## src/rtl/uart_tx_mmio_pkg.sv

```systemverilog
// Shared constants and types for the memory-mapped UART transmitter.
// Build option: UART_TX_PARITY_EN adds an even-parity bit to each frame.
package uart_tx_mmio_pkg;

    localparam int REG_W = 32;

    localparam logic [1:0] UART_TXDATA  = 2'd0;
    localparam logic [1:0] UART_STATUS  = 2'd1;
    localparam logic [1:0] UART_DIVISOR = 2'd2;

    localparam int ST_FULL  = 0;
    localparam int ST_EMPTY = 1;
    localparam int ST_BUSY  = 2;
    localparam int ST_OVF   = 3;
    localparam int ST_PAR   = 4;

`ifdef UART_TX_PARITY_EN
    typedef enum logic [2:0] {
        S_IDLE   = 3'd0,
        S_START  = 3'd1,
        S_DATA   = 3'd2,
        S_STOP   = 3'd3,
        S_PARITY = 3'd4
    } tx_state_e;
`else
    typedef enum logic [1:0] {
        S_IDLE  = 2'd0,
        S_START = 2'd1,
        S_DATA  = 2'd2,
        S_STOP  = 2'd3
    } tx_state_e;
`endif

    function automatic logic [15:0] div_eff(input logic [15:0] d);
        return (d == 16'd0) ? 16'd1 : d;
    endfunction

endpackage

```

## src/rtl/uart_tx_fifo.sv

```systemverilog
// Synchronous TX byte FIFO with MSB-wrap pointers.
// A push into a full FIFO is accepted only when a pop occurs in the same cycle.
module uart_tx_fifo #(
    parameter int DEPTH = 8,
    parameter int W     = 8
) (
    input  logic         clk,
    input  logic         rst,
    input  logic         push,
    input  logic         pop,
    input  logic [W-1:0] din,
    output logic [W-1:0] dout,
    output logic         full,
    output logic         empty
);

    localparam int AW = $clog2(DEPTH);

    logic [W-1:0] mem [DEPTH];
    logic [AW:0]  wp;
    logic [AW:0]  rp;
    logic         push_ok;
    logic         pop_ok;

    assign empty   = (wp == rp);
    assign full    = (wp[AW] != rp[AW]) &&
                     (wp[AW-1:0] == rp[AW-1:0]);
    assign pop_ok  = pop & ~empty;
    assign push_ok = push & (~full | pop_ok);
    assign dout    = mem[rp[AW-1:0]];

    // Pointer update; reset flushes the queue
    always_ff @(posedge clk) begin
        if (rst) begin
            wp <= '0;
            rp <= '0;
        end else begin
            if (push_ok) wp <= wp + 1'b1;
            if (pop_ok)  rp <= rp + 1'b1;
        end
    end

    // Storage write; contents need no reset
    always_ff @(posedge clk) begin
        if (push_ok) mem[wp[AW-1:0]] <= din;
    end

endmodule

```

## src/rtl/uart_tx_mmio.sv

```systemverilog
// Memory-mapped 8N1 UART transmitter with TX FIFO and baud divisor.
// Build option: UART_TX_PARITY_EN inserts an even-parity bit (8E1).
module uart_tx_mmio
    import uart_tx_mmio_pkg::*;
#(
    parameter int          FIFO_DEPTH       = 8,
    parameter logic [15:0] DIV_RESET        = 16'd434,
    parameter int          BASE_OFFSET_BITS = 4
) (
    input  logic             clk,
    input  logic             rst,
    input  logic             ce,
    input  logic             we,
    input  logic [31:0]      addr,
    input  logic [3:0]       sel,
    input  logic [REG_W-1:0] data_i,
    output logic [REG_W-1:0] data_o,
    output logic             tx_o,
    output logic             irq_o
);

    logic [BASE_OFFSET_BITS-1:0] loc_addr;
    logic [1:0]  idx;
    logic        wr;
    logic        push;
    logic        pop;
    logic        full;
    logic        empty;
    logic [7:0]  dout;
    logic        ovf;
    logic [15:0] divisor;
    logic        busy;
    logic        par_bit;

    tx_state_e   state;
    tx_state_e   state_n;
    logic [7:0]  shift;
    logic [2:0]  bit_cnt;
    logic [15:0] tmr;
    logic [15:0] div_lat;
    logic        tick;

    logic unused_ok;
    assign unused_ok = ^{addr[31:BASE_OFFSET_BITS],
                         loc_addr[1:0], data_i[31:16]};

    assign loc_addr = addr[BASE_OFFSET_BITS-1:0];
    assign idx      = loc_addr[3:2];
    assign wr       = ce & we & (|sel);
    assign push     = wr & (idx == UART_TXDATA);
    assign pop      = (state == S_IDLE) & ~empty;
    assign busy     = (state != S_IDLE);
    assign irq_o    = empty & ~busy;
    assign tick     = (tmr == div_lat - 16'd1);

    uart_tx_fifo #(
        .DEPTH (FIFO_DEPTH),
        .W     (8)
    ) u_fifo (
        .clk   (clk),
        .rst   (rst),
        .push  (push),
        .pop   (pop),
        .din   (data_i[7:0]),
        .dout  (dout),
        .full  (full),
        .empty (empty)
    );

    // Control registers: divisor and sticky overflow flag
    always_ff @(posedge clk) begin
        if (rst) begin
            divisor <= DIV_RESET;
            ovf     <= 1'b0;
        end else begin
            if (wr && idx == UART_DIVISOR)
                divisor <= data_i[15:0];
            if (wr && idx == UART_STATUS)
                ovf <= 1'b0;
            else if (push && full && !pop)
                ovf <= 1'b1;
        end
    end

    // FSM state register
    always_ff @(posedge clk) begin
        if (rst) state <= S_IDLE;
        else     state <= state_n;
    end

    // FSM next-state logic
    always_comb begin
        state_n = state;
        unique case (state)
            S_IDLE:  if (!empty) state_n = S_START;
            S_START: if (tick) state_n = S_DATA;
`ifdef UART_TX_PARITY_EN
            S_DATA:  if (tick && bit_cnt == 3'd7)
                         state_n = S_PARITY;
            S_PARITY: if (tick) state_n = S_STOP;
`else
            S_DATA:  if (tick && bit_cnt == 3'd7)
                         state_n = S_STOP;
`endif
            S_STOP:  if (tick) state_n = S_IDLE;
            default: state_n = S_IDLE;
        endcase
    end

    // Shifter, bit timer and bit counter; divisor latched per frame
    always_ff @(posedge clk) begin
        if (rst) begin
            shift   <= 8'd0;
            bit_cnt <= 3'd0;
            tmr     <= 16'd0;
            div_lat <= 16'd1;
            par_bit <= 1'b0;
        end else if (state == S_IDLE) begin
            if (pop) begin
                shift   <= dout;
                par_bit <= ^dout;
                div_lat <= div_eff(divisor);
                tmr     <= 16'd0;
                bit_cnt <= 3'd0;
            end
        end else begin
            tmr <= tick ? 16'd0 : tmr + 16'd1;
            if (state == S_DATA && tick) begin
                shift   <= {1'b0, shift[7:1]};
                bit_cnt <= bit_cnt + 3'd1;
            end
        end
    end

    // FSM output: serial line level per state
    always_comb begin
        tx_o = 1'b1;
        unique case (state)
            S_IDLE:   tx_o = 1'b1;
            S_START:  tx_o = 1'b0;
            S_DATA:   tx_o = shift[0];
`ifdef UART_TX_PARITY_EN
            S_PARITY: tx_o = par_bit;
`endif
            S_STOP:   tx_o = 1'b1;
            default:  tx_o = 1'b1;
        endcase
    end

    // Register read mux; no side effects
    always_comb begin
        data_o = '0;
        if (ce) begin
            case (idx)
                UART_STATUS: begin
                    data_o[ST_FULL]  = full;
                    data_o[ST_EMPTY] = empty;
                    data_o[ST_BUSY]  = busy;
                    data_o[ST_OVF]   = ovf;
`ifdef UART_TX_PARITY_EN
                    data_o[ST_PAR]   = 1'b1;
`endif
                end
                UART_DIVISOR: data_o[15:0] = divisor;
                default:      data_o = '0;
            endcase
        end
    end

endmodule
```

## config.mk

```make
export PLATFORM = sky130hd
export DESIGN_NAME = uart_tx_mmio
export DESIGN_NICKNAME = d
export VERILOG_FILES = /design/src/rtl/uart_tx_mmio_pkg.sv /design/src/rtl/uart_tx_fifo.sv /design/src/rtl/uart_tx_mmio.sv
export SDC_FILE = /design/constraint.sdc
export NUM_CORES = 1
export LEC_CHECK = 0
export CELL_PAD_IN_SITES_DETAIL_PLACEMENT = 1
export CELL_PAD_IN_SITES_GLOBAL_PLACEMENT = 1
export CORE_ASPECT_RATIO = 0.8
export CORE_UTILIZATION = 45
export CTS_BUF_LIST = sky130_fd_sc_hd__clkbuf_16
export DETAILED_ROUTE_END_ITERATION = 12
export GPL_ROUTABILITY_DRIVEN = 0
export PLACE_DENSITY_LB_ADDON = 0.1
export SYNTH_ARGS = -nofsm -noshare
export SYNTH_HDL_FRONTEND = slang
export SYNTH_HIERARCHICAL = 1
export SYNTH_SLANG_ARGS = --single-unit
```

## constraint.sdc

```tcl
create_clock -name clk -period 6.1 [get_ports clk]
set_clock_uncertainty 0.2 [all_clocks]
set_input_delay 0.915 -clock clk [delete_from_list [all_inputs] [get_ports clk]]
set_output_delay 0.915 -clock clk [all_outputs]
set_load 0.05 [all_outputs]
```

==> results of run 1 <==
[worst min-delay path, stage by stage, from the launching register on]
cell and delay (ps):
dfxtp_1 330, nand2_1 60, a21oi_1 50
[per-layer routing]
metal  part of all wire (%)  GRT usage [%]  vias up  routed length [um]
li1                       -              -     2339                   -
met2                     46          35.61      113                7612
met4                    1.1          7.259        0                 184
met3                    5.6          5.376       15                 928
met5                      0              0        -                   0
met1                     47          31.49     2443                7874
[stage by stage]
stage / hold slack, ps / instance area [um^2]
after CTS: 292.6 / 7840
after global routing: 314.4 / 7840
final: 288.5 / 7840
after floorplan: 248.8 / 6849
after global placement: 268.1 / 7254
after detailed placement: 275.3 / 7254
[registers in the layout (all words and copies together) (netlist names), named ones only]
register and flops:
ovf 1, bit_cnt 3, tmr 16, u_fifo/mem 64
u_fifo/rp 4, state 2, div_lat 16, shift 8
u_fifo/wp 4, divisor 16
[path summary, 6_finish.rpt]
kind / start / endpoint / slack [ps]
setup / recovery: addr[2] / data_o[1] / 1940
hold / removal: divisor[9] / div_lat[9] / 290
setup reg to reg: state[0] / u_fifo/mem[6][2] / 2330
hold reg to reg: divisor[9] / div_lat[9] / 290
[cell families (layout without fill, tap and decap cells)]
| logic type | Yosys count | after routing |
|---|---|---|
| mux | 37 | 37 |
| flops | 137 | 137 |
| other cells | 1 | 16 |
| xor+xnor | 25 | 25 |
| simple gates | 229 | 229 |
| fa+ha+maj | 13 | 13 |
| buf+inv | 68 | 100 |
| compound gates | 119 | 119 |
[synthesized netlist by cell type, types with 8 or more instances]
master	n	area share, %
a21oi_1	48	3.5
a31oi_1	14	1.3
and3_1	24	2.2
buf_4	18	2.0
clkbuf_1	21	1.2
dfxtp_1	73	22
edfxtp_1	64	28
ha_1	13	2.4
inv_1	15	0.83
mux2_2	11	1.8
mux2i_1	10	1.5
mux4_2	16	5.3
nand2_1	76	4.2
nand2b_1	13	1.2
nand3b_1	9	0.99
nor2_1	29	1.6
nor3_1	18	1.3
o21a_1	9	0.99
or2b_1	8	0.88
xnor2_1	17	2.2
xor2_1	8	1.0
[final cells by class]
type,count,share of cell area [%]
Multi-Input combinational cell,439,39.39
Inverter,16,0.7660
Sequential cell,137,43.15
Clock inverter,15,2.043
Tap cell,184,2.936
Clock buffer,17,5.426
Timing Repair Buffer,52,6.288
[power groups by stage]
| stage | registers [mW] | logic (mW) | clock network [mW] |
|---|---|---|---|
| 6_report | 1.00 | 0.435 | 1.02 |
| 5_1_grt | 1.01 | 0.470 | 1.08 |
| 4_1_cts | 1.00 | 0.435 | 1.04 |
| 3_5_place_dp | 1.02 | 0.433 | 0 |
| 3_3_place_gp | 1.02 | 0.420 | 0 |
| 2_1_floorplan | 1.01 | 0.333 | 0 |
==> run_results.csv, run 1 <==
group,metric,value,unit
timing,min_period,4158,ps
timing,period_share,68.17,%
clocking,clk_pin_slew,60,ps
clocking,clock-root-buffer,"clkbuf_16",
timing,tns,0,ps
die,die_area,15590,um^2
clocking,h-tree-depth,4,
clocking,cts_hold_buf,0,
outcome,status,"completed",
min_path,hp-class,"reg -> reg",
finish,fin_util,54.10,%
routing,wirelength,16600,um
synthesis,synth_xor_area_share,3.223,%
routing,drc_errors,0,
pwr,power_switching,687.5,uW
finish,layout_commonest_cell,"nand2_1",
placed_design,port-buffer-count,43,
min_path,min_path_cells,2,
clocking,insertion_delay,420,ps
setup_path,startpoint_type,"primary input",
timing,worst-slew-pin-transition,1151,ps
pwr,powerDensity,314.1,nW/um^2
setup_path,path_depth,6,
setup_path,max_stage_delay,830,ps
die,fp-row-count,39,
pwr,seqPwrFrac,40.8,%
die,num_io_pins,106,
clocking,clock_path_buffers,2,
routing,drt_iter0_markers,316,
setup_path,arrival,3040,ps
finish,fillerInstances,1557,
setup_path,path_class,"in -> out",
clocking,cts_buffers,17,
pwr,max-vdd-ir-drop,0.0002501,V
finish,drive_gt1_share,13.17,%
finish,stdcell_count,860,
global_routing,grt_pass1_vias,5098,
placed_design,post-dp-hpwl,11350,um
timing,maxSlewHeadroom,23.14,%
routing,ant_nets,0,
global_routing,antenna_found_initial,0,
pwr,fin_total_pwr,2.462,mW
clocking,cts_tree,"built",
finish,seq_area,3383,um^2
pwr,cellLeakagePower,2.833,nW
placed_design,dp_slack,1944,ps
global_routing,grt_start_max_net_pins,67,
clocking,post_cts_resized,0,
synthesis,ys_seq_area_share,49.81,%
setup_path,crit_chain,"clkdlybuf4s50_1 > inv_1 > ha_1 > a22oi_1 > nor2_1 > clkdlybuf4s50_1",
clocking,cts_sinks,137,
routing,dr.pass1.iters,4,
timing,hold_viol,0,
pwr,switching_share,27.92,%
pwr,power_frac_comb,17.7,%
routing,num_vias,4910,
synthesis,syn_inst,629,
finish,final_cell_mix,"76 x nand2_1, 73 x dfxtp_1, 64 x edfxtp_1",
setup_path,path_common_cell,"clkdlybuf4s50_1",
finish,nets,748,
finish,areaGrowthSynthToFinish,15.42,%
routing,vias_per_cell,5.709,
setup_path,critPathTopFamily,"buffers and inverters",
job,cap_viol_max_count,0,
synthesis,synth_fa_ha_area_share,2.395,%
synthesis,synth_compound_area_share,12.03,%
finish,multi_input_area,3088,um^2
die,core_area,14490,um^2
synthesis,syn_area,6793,um^2
die,fp.dieW,139.4,um
setup_path,cp_slowest_cell,"clkdlybuf4s50_1",
synthesis,avgSynthCellArea,10.80,um^2
timing,setup_violations,0,
timing,rsz0062_at_grt,"no",
pwr,p_clk_share,41.5,%
global_routing,grt_overflow_total,0,
timing,fin_ws,1942,ps
synthesis,yosys.area_share.simple,18.33,%
synthesis,synth_top_family_by_area,"simple AND/OR/NAND/NOR gates",
setup_path,worstSetupEndpointType,"output port",
finish,n_antenna_cell,0,
synthesis,ys_types,70,
synthesis,yosys_most_used_dff,"dfxtp_1",
timing,drv_slew,0,
setup_path,required,4980,ps
setup_path,cp_max_fo,18,
setup_path,reg2reg_depth,6,
synthesis,synth_edf_count,64,
synthesis,ys_ff_latch,137,
pwr,intPower,1.775,mW
die,start_util,46.87,%
die,die_h,111.9,um
timing,max_freq,0.2405,GHz
routing,wl_per_cell,19.30,um
clocking,postCtsSetupBuffers,0,
synthesis,yosysWarningCount,6,
placed_design,placed_cells,828,
global_routing,grt_pass1_wl,27180,um
setup_path,path_buf_inv,3,
synthesis,async_flop_share,0,%
synthesis,synth.area.mux_share,8.602,%
global_routing,track_usage,22.85,%
(Power assumes the default switching activity.)
==> run 2, diff against run 1 <==
--- a/config.mk
+++ b/config.mk
@@ -8,7 +8,7 @@
 export CELL_PAD_IN_SITES_DETAIL_PLACEMENT = 1
 export CELL_PAD_IN_SITES_GLOBAL_PLACEMENT = 1
 export CORE_ASPECT_RATIO = 0.8
-export CORE_UTILIZATION = 45
+export CORE_UTILIZATION = 38
 export CTS_BUF_LIST = sky130_fd_sc_hd__clkbuf_16
 export DETAILED_ROUTE_END_ITERATION = 12
 export GPL_ROUTABILITY_DRIVEN = 0
==> constraint.sdc (replaced) <==
create_clock -name clk -period 3.3 [get_ports clk]
set_clock_uncertainty 0.2 [all_clocks]
set_input_delay 0.495 -clock clk [delete_from_list [all_inputs] [get_ports clk]]
set_output_delay 0.495 -clock clk [all_outputs]
set_load 0.05 [all_outputs]
==> run 2 against run 1 <==
Effect of this change: critical path depth increased by 2; clock power increased by 90%; final area increased by 4.0%; non-clock buffer count up 12; largest cell class unchanged; first-iteration DRC count decreased by 22%; critical endpoint is now bit_cnt[0]; highest routed layer unchanged; critical path type is now reg -> reg.
==> run_results.csv, run 2 (synthesized netlist as in run 1, its figures left out) <==
group,metric,value,unit
clocking,cts_tree,"built",
timing,tns,0,ps
finish,nets,760,
timing,drv_slew,0,
placed_design,port-buffer-count,43,
timing,worst-slew-pin-transition,933.6,ps
pwr,powerDensity,572.4,nW/um^2
setup_path,reg2reg_depth,8,
global_routing,grt_start_max_net_pins,61,
routing,wl_per_cell,19.04,um
timing,setup_violations,0,
global_routing,grt_pass1_wl,28350,um
timing,period_share,93.26,%
setup_path,required,3360,ps
min_path,hp-class,"in -> reg",
die,fp-row-count,43,
finish,final_cell_mix,"76 x nand2_1, 73 x dfxtp_1, 64 x edfxtp_1",
timing,hold_viol,0,
die,num_io_pins,106,
routing,dr.pass1.iters,4,
finish,fillerInstances,1901,
die,start_util,38.97,%
routing,num_vias,4968,
clocking,insertion_delay,410,ps
placed_design,post_dp_cell_area,7521,um^2
placed_design,placed_cells,880,
clocking,clock_path_buffers,2,
timing,maxSlewHeadroom,37.67,%
setup_path,startpoint_type,"register",
global_routing,grt_overflow_total,0,
min_path,min_to,"tmr[0]",
finish,stdcell_count,913,
setup_path,r2r_slack,220,ps
clocking,cts_buffers,17,
clocking,clock-root-buffer,"clkbuf_16",
setup_path,cp_max_fo,21,
routing,wirelength,17390,um
timing,worst_hold_slack,208.8,ps
timing,fin_ws,222.4,ps
finish,drive_gt1_share,17.73,%
job,cap_viol_max_count,0,
pwr,max-vdd-ir-drop,0.0004443,V
finish,n_antenna_cell,0,
finish,largest_register_ffs,64,
die,die_h,121.6,um
die,fp.dieW,151.5,um
die,core_area,17430,um^2
clocking,h-tree-depth,4,
pwr,cellLeakagePower,2.954,nW
setup_path,path_class,"reg -> reg",
clocking,cts_sinks,137,
finish,areaGrowthSynthToFinish,20.02,%
setup_path,arrival,3140,ps
routing,ant_nets,0,
routing,vias_per_cell,5.441,
setup_path,worstSetupEndpointType,"register",
pwr,fin_total_pwr,4.667,mW
finish,fin_area,8153,um^2
timing,max_freq,0.3249,GHz
clocking,clk_pin_slew,60,ps
placed_design,post-dp-hpwl,12120,um
finish,layout_commonest_cell,"nand2_1",
timing,rsz0062_at_grt,"no",
outcome,status,"completed",
global_routing,track_usage,20.54,%
routing,drt_iter0_markers,248,
clocking,cts_hold_buf,0,
die,die_area,18420,um^2
finish,multi_input_area,3113,um^2
placed_design,dp_slack,30.06,ps
global_routing,grt_pass1_vias,5152,
setup_path,reg2reg_from,"div_lat[3]",
setup_path,rr_endpoint,"bit_cnt[0]",
finish,seq_area,3383,um^2
finish,fin_util,46.77,%
timing,min_period,3078,ps
min_path,hp-start,"rst",
routing,drc_errors,0,
global_routing,antenna_found_initial,0,
min_path,min_path_cells,2,
[run 2: worst max-delay path by stage]
stage                     cells after the start         start               end
after CTS                                    10    div_lat[1]        bit_cnt[0]
after global routing                         12    div_lat[1]            tmr[5]
after detailed placement                     10    div_lat[1]        bit_cnt[0]
final                                         8    div_lat[3]        bit_cnt[0]
after floorplan                               9  u_fifo/wp[1]  u_fifo/mem[0][0]
after global placement                       10    div_lat[1]        bit_cnt[1]
[run 2: report_power, final]
part	internal (mW)	leakage, nW	switching [mW]
logic	0.334	1.50	0.542
registers	1.81	1.17	0.0436
clock network	1.19	0.287	0.746
[run 2: worst max-delay path, cell delays in order (launching register included)]
cell and delay (ps):
dfxtp_1 430, or4_4 600, o41ai_2 410, nand3_1 190, a2111oi_4 290, buf_4 200, and4_4 390, nand3b_1 140
a21oi_1 60
[run 2: repair_timing]
action	CTS	global route
buffers inserted	0	1
endpoints found under the setup margin	0	27
gates resized for setup	0	4
[run 2: cell type report]
class | count | share of cell area, %
flip-flops and latches | 137 | 41.50
multi-input cells | 439 | 38.18
repair buffers | 64 | 8.778
clock buffers | 17 | 5.218
well taps | 225 | 3.453
clock inverters | 15 | 2.133
inverters | 16 | 0.7366
[run 2: routing by layer]
| metal | global-route usage (%) | wire, um | vias up | part of all wire (%) |
|---|---|---|---|---|
| li1 | - | - | 2366 | - |
| met1 | 30.24 | 9025 | 2498 | 52 |
| met2 | 30.39 | 7666 | 96 | 44 |
| met3 | 4.682 | 605 | 8 | 3.5 |
| met4 | 4.938 | 91 | 0 | 0.52 |
| met5 | 0 | 0 | - | 0 |
